===== src/rtl/qerv_rf_pkg.sv =====
// Shared sizing helpers and state encodings for the RF-RAM scheduler.
package qerv_rf_pkg;

  // Register address width: 32 GPRs plus the CSR block.
  function automatic int rf_raw(input int csr_regs);
    return $clog2(32 + csr_regs);
  endfunction

  // RAM word address width: register bits plus 5 bit-index bits, minus the bits packed per word.
  function automatic int rf_aw(input int width, input int csr_regs);
    return 5 + rf_raw(csr_regs) - $clog2(width);
  endfunction

  typedef enum logic {S_CLEAR, S_RUN} state_t;
  typedef enum logic {D_IDLE, D_WAIT} dstate_t;

endpackage


===== src/rtl/qerv_rf_clr_seq.sv =====
// Post-reset clear sequencer: walks every RAM word address once, then idles.
module qerv_rf_clr_seq #(
  parameter int aw    = 8,
  parameter bit CLEAR = 1'b1
)(
  input  logic          i_clk,
  input  logic          i_rst,
  output logic [aw-1:0] addr,
  output logic          active,
  output logic          done
);

  logic [aw-1:0] cnt;
  logic          busy;

  // Count while busy; the last word drops busy and the counter wraps back to 0.
  always_ff @(posedge i_clk) begin
    if (i_rst) begin
      cnt  <= '0;
      busy <= CLEAR;
    end else if (busy) begin
      cnt <= cnt + aw'(1);
      if (&cnt) busy <= 1'b0;
    end
  end

  assign addr   = cnt;
  assign active = busy;
  assign done   = busy & (&cnt);

endmodule


===== src/rtl/qerv_rf_ram_sched.sv =====
// Scheduler between the core RF-RAM interface and the single SRAM.
// Clears the RAM after reset, then passes the core straight through and slots
// debug/loader accesses into cycles where the core leaves a port idle.
module qerv_rf_ram_sched
  import qerv_rf_pkg::*;
#(
  parameter  int width    = 8,
  parameter  int csr_regs = 4,
  parameter  bit CLEAR    = 1'b1,
  localparam int aw       = rf_aw(width, csr_regs)
)(
  input  logic             i_clk,
  input  logic             i_rst,
  output logic             o_init_done,
  input  logic [aw-1:0]    i_c_waddr,
  input  logic [width-1:0] i_c_wdata,
  input  logic             i_c_wen,
  input  logic [aw-1:0]    i_c_raddr,
  input  logic             i_c_ren,
  output logic [width-1:0] o_c_rdata,
  input  logic             i_dbg_req,
  input  logic             i_dbg_we,
  input  logic [aw-1:0]    i_dbg_addr,
  input  logic [width-1:0] i_dbg_wdata,
  output logic             o_dbg_ack,
  output logic [width-1:0] o_dbg_rdata,
  output logic [aw-1:0]    o_waddr,
  output logic [width-1:0] o_wdata,
  output logic             o_wen,
  output logic [aw-1:0]    o_raddr,
  output logic             o_ren,
  input  logic [width-1:0] i_rdata
);

  state_t           state, state_n;
  dstate_t          dstate, dstate_n;
  logic [aw-1:0]    clr_addr;
  logic             clr_active, clr_done;
  logic             run, wr_go, rd_go, dbg_rd;
  logic [width-1:0] dbg_rdata_q;

  qerv_rf_clr_seq #(.aw(aw), .CLEAR(CLEAR)) u_clr (
    .i_clk  (i_clk),
    .i_rst  (i_rst),
    .addr   (clr_addr),
    .active (clr_active),
    .done   (clr_done)
  );

  // Reset forces every strobe low, even in the reset cycle itself.
  assign run   = (state == S_RUN) && !i_rst;
  // Debug only claims a port the core is not using this cycle; the core is never stalled.
  assign wr_go = run && (dstate == D_IDLE) && i_dbg_req &&  i_dbg_we && !i_c_wen;
  assign rd_go = run && (dstate == D_IDLE) && i_dbg_req && !i_dbg_we && !i_c_ren;

  // Main state register: CLEAR after reset unless clearing is disabled.
  always_ff @(posedge i_clk) begin
    if (i_rst) state <= CLEAR ? S_CLEAR : S_RUN;
    else       state <= state_n;
  end

  // Leave CLEAR once the sequencer has written its last word.
  always_comb begin
    state_n = state;
    if (state == S_CLEAR && clr_done) state_n = S_RUN;
  end

  // Debug state, read/write flag of the access in flight, and held read data.
  always_ff @(posedge i_clk) begin
    if (i_rst) begin
      dstate      <= D_IDLE;
      dbg_rd      <= 1'b0;
      dbg_rdata_q <= '0;
    end else begin
      dstate <= dstate_n;
      if (wr_go || rd_go) dbg_rd <= rd_go;
      if (dstate == D_WAIT && dbg_rd) dbg_rdata_q <= i_rdata;
    end
  end

  // Issue moves to WAIT; WAIT is the single ack cycle and always returns to IDLE.
  always_comb begin
    dstate_n = dstate;
    case (dstate)
      D_IDLE: if (wr_go || rd_go) dstate_n = D_WAIT;
      D_WAIT: dstate_n = D_IDLE;
      default: dstate_n = D_IDLE;
    endcase
  end

  // Write port: clear sweep, else core, else a pending debug write.
  always_comb begin
    o_wen   = 1'b0;
    o_waddr = i_c_waddr;
    o_wdata = i_c_wdata;
    if (i_rst) begin
      o_wen = 1'b0;
    end else if (clr_active) begin
      o_wen   = 1'b1;
      o_waddr = clr_addr;
      o_wdata = '0;
    end else if (run && i_c_wen) begin
      o_wen = 1'b1;
    end else if (wr_go) begin
      o_wen   = 1'b1;
      o_waddr = i_dbg_addr;
      o_wdata = i_dbg_wdata;
    end
  end

  // Read port: core first, else a pending debug read.
  always_comb begin
    o_ren   = 1'b0;
    o_raddr = i_c_raddr;
    if (run && i_c_ren) begin
      o_ren = 1'b1;
    end else if (rd_go) begin
      o_ren   = 1'b1;
      o_raddr = i_dbg_addr;
    end
  end

  assign o_init_done = run;
  assign o_c_rdata   = i_rdata;
  assign o_dbg_ack   = !i_rst && (dstate == D_WAIT);
  // Read data is visible in the ack cycle itself, then held until the next read ack.
  assign o_dbg_rdata = (o_dbg_ack && dbg_rd) ? i_rdata : dbg_rdata_q;

endmodule

===== config.mk =====
export PLATFORM = sky130hd
export DESIGN_NAME = qerv_rf_ram_sched
export DESIGN_NICKNAME = d
export VERILOG_FILES = /design/src/rtl/qerv_rf_pkg.sv /design/src/rtl/qerv_rf_clr_seq.sv /design/src/rtl/qerv_rf_ram_sched.sv
export SDC_FILE = /design/constraint.sdc
export NUM_CORES = 1
export LEC_CHECK = 0
export BUFFER_PORTS_ARGS = -buffer_cell sky130_fd_sc_hd__buf_2
export CAP_MARGIN = 15
export CORE_MARGIN = 5
export CORE_UTILIZATION = 42
export CTS_CLUSTER_DIAMETER = 40
export DETAILED_ROUTE_END_ITERATION = 7
export PLACE_DENSITY_LB_ADDON = 0.1
export SLEW_MARGIN = 40
export SYNTH_ARGS = -nofsm -noshare
export SYNTH_HDL_FRONTEND = slang
export SYNTH_HIERARCHICAL = 1
export SYNTH_SLANG_ARGS = --single-unit
export TNS_END_PERCENT = 1

===== constraint.sdc =====
create_clock -name i_clk -period 1.9 [get_ports i_clk]
set_clock_uncertainty 0.1 [all_clocks]
set_input_delay 0.095 -clock i_clk [delete_from_list [all_inputs] [get_ports i_clk]]
set_output_delay 0.095 -clock i_clk [all_outputs]
set_load 0.01 [all_outputs]

==> results.txt <==
The number of distinct library cells after synthesis came out at 33. For this run, design rule violations remaining after detail routing come to 0. Yosys attributes the largest share of cell area to dfxtp_1, a21oi_1, mux2_4.

The number of nets still failing antenna checks after routing came out at 0. The final HPWL from detailed placement is ~3300 µm. The total length of routed met2 wires came out at 2500 µm. The signal arrival time at the worst endpoint came out at between 1.5 and 2 ns. The final total negative setup slack came out at -0.596 ns. The most common cell in the synthesized netlist is a21oi_1.

For the worst-skew pair, the clock arrives at the later sink with an insertion delay of slightly above 0.3 ns. The die footprint is ~4900 µm². The worst setup path is captured at a primary output.

The number of max-slew violations in the final report came to 0. The tightest min-delay check is of the primary input to register type. Summing all multi-input logic gate instances after layout gives approximately 1000 µm². Setup repair after global routing could not meet its margin everywhere. The synthesized flop and latch total came out at 20. The clock passes through at most 2 buffers. The number of violations reported at the end of detailed-routing iteration 0 is 67. The setup slack at placement is roughly 0.24 ns.

The async set or reset register ratio after synthesis is 0. The number of antenna violations at the first check in global routing came out at 0. The number of enable-type register cells in the synthesized netlist came out at 0. The filler cells instantiated in the layout total 310. The fraction of final layout cells with drive strength greater than 1 came out at 0.476.

Data on the critical path is required at its endpoint by around 1.7 ns. VDD sags by at most ~550 µV. After clock tree synthesis, the clock-pin slew on the worst setup and hold paths is between 0.1 and 0.15 ns.

The clock buffer count from CTS is 3. The final cycle utilization of the critical path is 1.05. The number of failing setup endpoints in the final timing report is 9. The vias per cell is 5.13. The number of synthesis warnings came out at 6.

The total routing resource utilization after global routing is 0.185. After detailed routing, no signal wire sits above met4. The number of hold violations in the final report came out at 0. The routed wire length is about 4700 µm. After synthesis, the most frequently instantiated cells are a21oi_1, dfxtp_1, nand2_1, nor2_1, nor3_1. The area share of the largest cell type after synthesis is 0.267. Power spread over the standard cell area amounts to 461 nW/µm². The count of buffers from port buffering came out at between 90 and 100. The congestion estimate from routability-driven global placement came to around 0.83. The wire length of the first global-routing pass came out at approximately 7600 µm.

The maximum number of pins on one net before global-route repair is 23. Dividing the detail-routed wire length by the instance count gives about 14 µm. The net count after synthesis came out at about 250. The post-route worst hold slack is 0.0287 ns. Of all cell types, the one taking the most synthesized area is dfxtp_1. The post-route minimum period is around 2 ns. After floorplanning, the core was divided into 21 placement rows. The area added between synthesis and finish is 48.4%. The measured slew at the worst slew-check pin came out at between 0.2 and 0.3 ns. The final antenna diode count came out at 0. For this run, the detailed router's first-pass iteration total came to 4.

The post-synthesis average cell area is 7.77 µm². The horizontal extent of the die is between 60 and 70 µm. The total area of sequential cells came out at around 410 µm². The final reports fail on negative setup slack. The routed wire length on met3 came out at between 300 and 400 µm. The clock sink count came out at 20.

The total global routing overflow is 0. The post-synthesis cell area is 1500 µm². The tree is rooted in a clkbuf_4. The setup slack on the worst flop-to-flop path is roughly 0.46 ns. The analysis attributes to cell leakage a power of around 1.1 nW. The category of the critical setup timing path is register to primary output.

The routed layout has between 1500 and 2000 vias. The sum of routed wire segments on met1 is roughly 1800 µm. The die boundary height came out at about 70 µm. Across all setup checks in the final design, the least slack found is -0.0907 ns. The layout net count came out at about 350.

The I/O pin total came out at between 90 and 100. STA classifies the critical path startpoint as a register. TritonCTS built the clock tree.

The area of the core region is between 3000 and 4000 µm². The post-synthesis cell count came out at 193. The run finished, with violations left. The via count of the first global-routing pass came out at ~1700. The number of max-cap violations is 0.

The most used flip-flop cell after synthesis is dfxtp_1. The headroom to the max-slew limit came out at 0.811. The post-synthesis sequential area ratio is 0.267. In this run the number of H-tree levels came out at 1. The initial utilization of the core area, before any placement, comes to 0.442. The maximum clock frequency came out at around 500 MHz. The worst-path maximum fanout is 6.
==> worst max-delay path: stages (launching register included) <==
cell and delay, ns:
dfxtp_2 0.35, nand4bb_4 0.20, or3_4 0.48, mux2_4 0.33, buf_6 0.12
==> area by class of cell <==
cell class / count / area share
multi-input cells: 142 / 0.441
clock buffers: 3 / 0.0101
flip-flops and latches: 20 / 0.182
clock inverters: 1 / 0.0135
inverters: 8 / 0.0135
repair buffers: 116 / 0.314
well taps: 46 / 0.0259
==> cells in the final DEF (no fill, tap or decap), types with 4 or more instances in the layout <==
cell	synthesis	routed
buf_2	6	89
a21oi_1	22	22
dfxtp_1	20	18
nor2_1	17	17
nand2_1	17	16
nor3_1	14	14
buf_4	9	11
nand3_1	10	10
mux2_2	9	9
inv_1	8	8
a32oi_1	8	8
o22a_1	8	8
dlygate4sd3_1	0	8
buf_6	1	8
mux2_4	7	7
o21ai_0	4	4
==> where the power goes <==
group	total (W)	switching (W)	internal [W]
Combinational	0.000245	0.000113	0.000133
Clock	0.000348	0.000134	0.000213
Sequential	0.000431	0.00000791	0.000423
==> metrics by stage <==
step                      power (W)  std cells  area, µm²   util
after floorplan            0.000550        193       1500      -
after global placement     0.000655        323       1990  0.588
after detailed placement   0.000657        323       1990  0.588
after CTS                   0.00103        335       2180  0.643
after global routing        0.00108        336       2220  0.656
final                       0.00102        336       2220  0.656
==> layer usage <==
metal  vias up  track usage
li1        879            -
met1       782        0.207
met2        57        0.349
met3         6       0.0565
met4         0       0.0255
met5         -            0
==> cells by family (layout without fill, tap and decap cells) <==
logic type	Yosys count	after routing	synth area share
adder cells (fa/ha/maj)	1	1	0.00835
multiplexers	17	17	0.144
flip-flops	20	20	0.267
AO/OA/AOI/OAI	45	45	0.196
buffers and inverters	32	128	0.113
AND/OR/NAND/NOR	74	75	0.248
XOR/XNOR	4	4	0.0234
==> sequential cells by signal, summed over array words and instances (netlist names) <==
signal        flops
dbg_rdata_q       8
u_clr/addr        8
dbg_rd            1
dstate            1
state             1
u_clr/active      1
==> path summary, 6_finish.rpt <==
kind | cells after the start | from | to
hold / removal | 3 | i_c_ren | dstate
setup / recovery | 4 | dstate | o_raddr[0]
hold reg to reg | 2 | dbg_rdata_q[3] | dbg_rdata_q[3]
setup reg to reg | 4 | u_clr/addr[0] | u_clr/addr[6]
==> what timing repair did <==
action	CTS	global route
hold endpoints to repair	8	0
setup buffers	0	0
gates resized for setup	11	6
setup endpoints to repair	25	33
gates cloned	0	1
pin swaps	0	2
hold buffers	8	0
(Power assumes the default switching activity.)
